[src/rtl/imm_decode_stage.sv]
// Immediate decode stage: decodes the RISC-V instruction format and a
// sign-extended immediate, then buffers the result in a 2-entry skid buffer
// (output register + skid register). It also keeps a saturating count of
// illegal opcodes.
module imm_decode_stage #(
  parameter int XLEN       = 32,
  parameter int CNT_W      = 16,
  parameter int INST_WIDTH = 32
) (
  input  logic                  clk_i,
  input  logic                  rst_ni,
  input  logic                  flush_i,
  input  logic                  in_valid_i,
  output logic                  in_ready_o,
  input  logic [INST_WIDTH-1:0] in_inst_i,
  output logic                  out_valid_o,
  input  logic                  out_ready_i,
  output logic [INST_WIDTH-1:0] out_inst_o,
  output logic [XLEN-1:0]       out_imm_o,
  output logic [2:0]            out_fmt_o,
  output logic                  out_illegal_o,
  output logic [CNT_W-1:0]      illegal_cnt_o
);

  localparam logic [2:0] FMT_R   = 3'd0;
  localparam logic [2:0] FMT_I   = 3'd1;
  localparam logic [2:0] FMT_S   = 3'd2;
  localparam logic [2:0] FMT_B   = 3'd3;
  localparam logic [2:0] FMT_U   = 3'd4;
  localparam logic [2:0] FMT_J   = 3'd5;
  localparam logic [2:0] FMT_INV = 3'd7;

  localparam logic [6:0] OP_LOAD   = 7'b0000011;
  localparam logic [6:0] OP_IMM    = 7'b0010011;
  localparam logic [6:0] OP_JALR   = 7'b1100111;
  localparam logic [6:0] OP_SYSTEM = 7'b1110011;
  localparam logic [6:0] OP_STORE  = 7'b0100011;
  localparam logic [6:0] OP_BRANCH = 7'b1100011;
  localparam logic [6:0] OP_LUI    = 7'b0110111;
  localparam logic [6:0] OP_AUIPC  = 7'b0010111;
  localparam logic [6:0] OP_JAL    = 7'b1101111;
  localparam logic [6:0] OP_OP     = 7'b0110011;

  typedef struct packed {
    logic [INST_WIDTH-1:0] inst;
    logic [XLEN-1:0]       imm;
    logic [2:0]            fmt;
    logic                  illegal;
  } entry_t;

  logic [31:0] inst;
  logic [31:0] imm32;
  logic [2:0]  dec_fmt;
  logic        dec_illegal;
  entry_t      dec;

  entry_t      out_q;
  entry_t      skid_q;
  logic        out_vld;
  logic        skid_vld;
  logic        in_fire;
  logic        out_fire;
  logic [CNT_W-1:0] cnt_q;

  assign inst = in_inst_i[31:0];

  // Format decode and 32-bit immediate assembly from the incoming word.
  always_comb begin
    imm32       = '0;
    dec_fmt     = FMT_R;
    dec_illegal = 1'b0;
    case (inst[6:0])
      OP_LOAD, OP_IMM, OP_JALR, OP_SYSTEM: begin
        dec_fmt = FMT_I;
        imm32   = {{20{inst[31]}}, inst[31:20]};
      end
      OP_STORE: begin
        dec_fmt = FMT_S;
        imm32   = {{20{inst[31]}}, inst[31:25], inst[11:7]};
      end
      OP_BRANCH: begin
        dec_fmt = FMT_B;
        imm32   = {{19{inst[31]}}, inst[31], inst[7], inst[30:25], inst[11:8], 1'b0};
      end
      OP_LUI, OP_AUIPC: begin
        dec_fmt = FMT_U;
        imm32   = {inst[31:12], 12'h000};
      end
      OP_JAL: begin
        dec_fmt = FMT_J;
        imm32   = {{11{inst[31]}}, inst[31], inst[19:12], inst[20], inst[30:21], 1'b0};
      end
      OP_OP: begin
        dec_fmt = FMT_R;
      end
      default: begin
        dec_fmt     = FMT_INV;
        dec_illegal = 1'b1;
      end
    endcase
  end

  // Package the decoded fields; 32-bit immediate is sign-extended to XLEN.
  always_comb begin
    dec         = '0;
    dec.inst    = in_inst_i;
    dec.imm     = XLEN'($signed(imm32));
    dec.fmt     = dec_fmt;
    dec.illegal = dec_illegal;
  end

  // The skid register only fills while the output register is stalled, so
  // ready can come straight from its occupancy flop.
  assign in_fire  = in_valid_i & ~skid_vld;
  assign out_fire = out_vld & out_ready_i;

  // Two-entry buffer: output register refills from skid first, then input.
  always_ff @(posedge clk_i or negedge rst_ni) begin
    if (!rst_ni) begin
      out_vld  <= 1'b0;
      skid_vld <= 1'b0;
      out_q    <= '0;
      skid_q   <= '0;
    end else if (flush_i) begin
      out_vld  <= 1'b0;
      skid_vld <= 1'b0;
    end else if (!out_vld) begin
      if (in_fire) begin
        out_q   <= dec;
        out_vld <= 1'b1;
      end
    end else if (skid_vld) begin
      if (out_fire) begin
        out_q    <= skid_q;
        skid_vld <= 1'b0;
      end
    end else begin
      if (out_fire && in_fire) begin
        out_q <= dec;
      end else if (out_fire) begin
        out_vld <= 1'b0;
      end else if (in_fire) begin
        skid_q   <= dec;
        skid_vld <= 1'b1;
      end
    end
  end

  // Saturating count of accepted illegal words; flush discards the word.
  always_ff @(posedge clk_i or negedge rst_ni) begin
    if (!rst_ni) begin
      cnt_q <= '0;
    end else if (in_fire && !flush_i && dec_illegal && (cnt_q != {CNT_W{1'b1}})) begin
      cnt_q <= cnt_q + 1'b1;
    end
  end

  assign in_ready_o    = ~skid_vld;
  assign out_valid_o   = out_vld;
  assign out_inst_o    = out_q.inst;
  assign out_imm_o     = out_q.imm;
  assign out_fmt_o     = out_q.fmt;
  assign out_illegal_o = out_q.illegal;
  assign illegal_cnt_o = cnt_q;

endmodule

[config.mk]
export PLATFORM = sky130hd
export DESIGN_NAME = imm_decode_stage
export DESIGN_NICKNAME = d
export VERILOG_FILES = /design/src/rtl/imm_decode_stage.sv
export SDC_FILE = /design/constraint.sdc
export NUM_CORES = 1
export LEC_CHECK = 0
export BUFFER_PORTS_ARGS = -buffer_cell sky130_fd_sc_hd__buf_2
export CAP_MARGIN = 30
export CORE_MARGIN = 2
export CORE_UTILIZATION = 35
export DETAILED_ROUTE_END_ITERATION = 12
export PLACE_DENSITY_LB_ADDON = 0.12
export REMOVE_ABC_BUFFERS = 1
export SYNTH_ARGS = -nofsm -noshare
export SYNTH_HDL_FRONTEND = slang
export SYNTH_SLANG_ARGS = --single-unit
[constraint.sdc]
create_clock -name clk_i -period 1.8 [get_ports clk_i]
set_clock_uncertainty 0.05 [all_clocks]
set_input_delay 0.36 -clock clk_i [delete_from_list [all_inputs] [get_ports clk_i]]
set_output_delay 0.36 -clock clk_i [all_outputs]
set_load 0.02 [all_outputs]
==> results.cfg <==
[min_path]
hold_path.class = input pin to flop
holdPathEnd = skid_q[64]$_DFFE_PN0P_
holdPathStages = 3
min-delay-start = in_inst_i[28]

[finish]
diodes = 0
final_cell_mix = 208 x nand2_1, 154 x dfrtp_1, 121 x buf_2, 99 x nor2_1, 71 x buf_4
fillers = 1950
drive_above_1_share_pct = 27.5
num-nets-final = 1002
utilization_pct = 47.5
area_growth_pct = 33.1
final_area_sq_um = 9280
final_common_cell = nand2_1

[setup_path]
cp.arrival_ns = 2.01
slowest_stage = dfrtp_1
crit_required_ns = 2.09
worst-setup-path-type = flop to flop
critPathMaxStageDelay_ns = 0.39
crit_chain = ha_2, and4_4, nand4_1, nand4_1, buf_4, nor3_4, xor2_1
worstRegToRegCells = 7
reg2reg_slack_ns = 0.08
r2r_start = illegal_cnt_o[0]$_DFFE_PN0P_
end_kind = flop
r2r-end = illegal_cnt_o[9]$_DFFE_PN0P_
cp_max_fo = 4
cpMostUsedCell = nand4_1
cp-start-kind = flop

[floorplanning]
core_sq_um = 19500
dieArea_sq_um = 21100
io_pins = 123
start_util_pct = 35.7
die_y_um = 145
die_w_um = 145
rows = 51

[detailed_routing]
dr.pass1.iters = 4
vias = 6185
drt-initial-drc-count = 376
ant_nets = 0
via_per_inst = 4.98
drt_wl_total_um = 20400
wl_per_cell_um = 16.4
drcViolationCount = 0

[sta]
fin_crit_sh_pct = 95.6
finalSetupTns_ns = 0
finalCriticalPeriod_ns = 1.72
finalHoldViolCount = 0
max_clock_freq_ghz = 0.581
rsz0062_at_grt = yes
setup_viol = 0
finalMaxSlewViolations = 0
tightest_slew_ns = 0.631
slew_headroom_pct = 57.9

[global_routing]
antenna_found_initial = 0
grt_max_degree = 57
grtUsageTotal_pct = 19.5
overflow = 0
first_global_vias = 6078
grt_pass1_wl_um = 32900

[yosys]
synth_fa_ha_area_share_pct = 0.179
async_reset_ff_share_pct = 100
ys_ff_latch = 154
synthSimpleGateAreaFrac_pct = 23.9
synth_edf_count = 0
synth_sequential_area_ratio_pct = 55.3
synth-xor-area-share_pct = 2.01
synth_top_family_by_area = simple AND/OR/NAND/NOR gates
syn-cell-area_sq_um = 6970
ys.flop_type = dfrtp_1
yosysWarnings = 0
synthCells = 784
avgSynthCellArea_sq_um = 8.90
yosys-mux-area-fraction_pct = 0.305
synth_compound_gate_area_share_pct = 14.8
ys_types = 50

[power]
ir_drop_mv = 0.681
leakage_uw = 0.00445
total_power_uw = 10700
p_per_area_nw_per_um2 = 1150

[clock_network]
cts_buffers = 17
cts.sinks = 154
clock_latency_ns = 0.42
cts_buffer_depth = 2
h-tree-depth = 4
cts_tree = done
clkTransAtPathRegs_ns = 0.06
cts_root_buffer = clkbuf_16

[placement]
dp_hpwl_um = 13600
io_buffers = 122
gp_routability_congestion = 0.846
place_area_sq_um = 8490

[status]
status = finished clean

[job]
maxCapViolations = 0
critical path, delay by kind of cell (launching register included):
kind / cells / cell delay, ns
xor+xnor: 1 / 0.16
fa+ha+maj: 1 / 0.20
buf+inv: 1 / 0.23
flops: 1 / 0.39
simple gates: 4 / 0.61
worst max path at each step:
stage                                               to                          from  depth (start not counted)
after CTS                    out_imm_o[19]$_DFFE_PN0P_          skid_vld$_DFFE_PN0P_                          8
after detailed placement  illegal_cnt_o[1]$_DFFE_PN0P_                  in_inst_i[5]                          7
after floorplan              out_imm_o[20]$_DFFE_PN0P_         out_valid_o$_DFF_PN0_                          5
after global routing         out_imm_o[24]$_DFFE_PN0P_          skid_vld$_DFFE_PN0P_                          7
after global placement    illegal_cnt_o[1]$_DFFE_PN0P_                  in_inst_i[5]                          7
final                     illegal_cnt_o[9]$_DFFE_PN0P_  illegal_cnt_o[0]$_DFFE_PN0P_                          7
kinds of logic (layout without fill, tap and decap cells):
kind of cell / count (synthesis) / count (layout)
buffers and inverters: 56 / 249
xor gates and xnor gates: 16 / 16
muxes: 2 / 2
AOI/OAI and AO/OA: 168 / 168
DFF: 154 / 154
adders and majority gates: 1 / 1
and+or+nand+nor: 387 / 387
routing by layer:
layer  wire [um]  up-vias  GRT usage (%)
li1            -     3036              -
met1        9720     2984           27.2
met2        9560      143           31.3
met3         803       22           3.36
met4         289        0           5.64
met5           0        -              0
synth_stat cells (all sizes together), types with 4 or more instances:
library cell	n	area, sq um
a211o	10	87.6
a21oi	59	295
a221o	4	40.0
a31oi	36	225
a32oi	6	52.6
and2	4	25.0
and3	10	62.6
buf	21	115
clkbuf	29	109
dfrtp	154	3850
inv	6	22.5
nand2	211	795
nand2b	5	31.3
nand3	14	70.1
nand4	7	43.8
nor2	105	402
nor4	5	31.3
o21ai	38	190
or3	11	68.8
xor2	15	131
through the flow:
step	instances	worst slack (ns)	hold slack, ns
after detailed placement	1206	-0.205	0.230
after CTS	1239	-0.00521	0.123
after global routing	1242	-0.0235	0.132
final	1242	0.0801	0.141
after floorplan	734	-2.61	0.0144
after global placement	1206	-0.156	0.228
area by class of cell:
cell class | count | area, sq um | share of cell area [%]
Inverter | 6 | 22.5 | 0.243
Timing Repair Buffer | 211 | 1490 | 16.0
Multi-Input combinational cell | 574 | 2950 | 31.8
Sequential cell | 154 | 3850 | 41.5
Clock buffer | 23 | 478 | 5.15
Clock inverter | 9 | 159 | 1.71
Tap cell | 265 | 332 | 3.57
state kept, by name, indices dropped and copies added, names as in the netlist:
signal / flops
skid_q: 68
out_imm_o: 32
out_inst_o: 32
illegal_cnt_o: 16
out_fmt_o: 3
out_illegal_o: 1
out_valid_o: 1
skid_vld: 1
power breakdown:
part | internal [uW] | total (uW) | switching, uW | leakage [uW]
Clock | 2450 | 3880 | 1430 | 0.000309
Sequential | 4150 | 4560 | 409 | 0.00187
Combinational | 892 | 2240 | 1350 | 0.00227
Total | 7490 | 10700 | 3190 | 0.00445
timing repair:
action,in CTS,in global routing
gates resized for setup,5,21
hold buffers,1,0
buffers inserted,0,2
hold endpoints to repair,24,0
pin swaps,0,3
cloned,0,1
setup endpoints to repair,24,59
(Power assumes the default switching activity.)
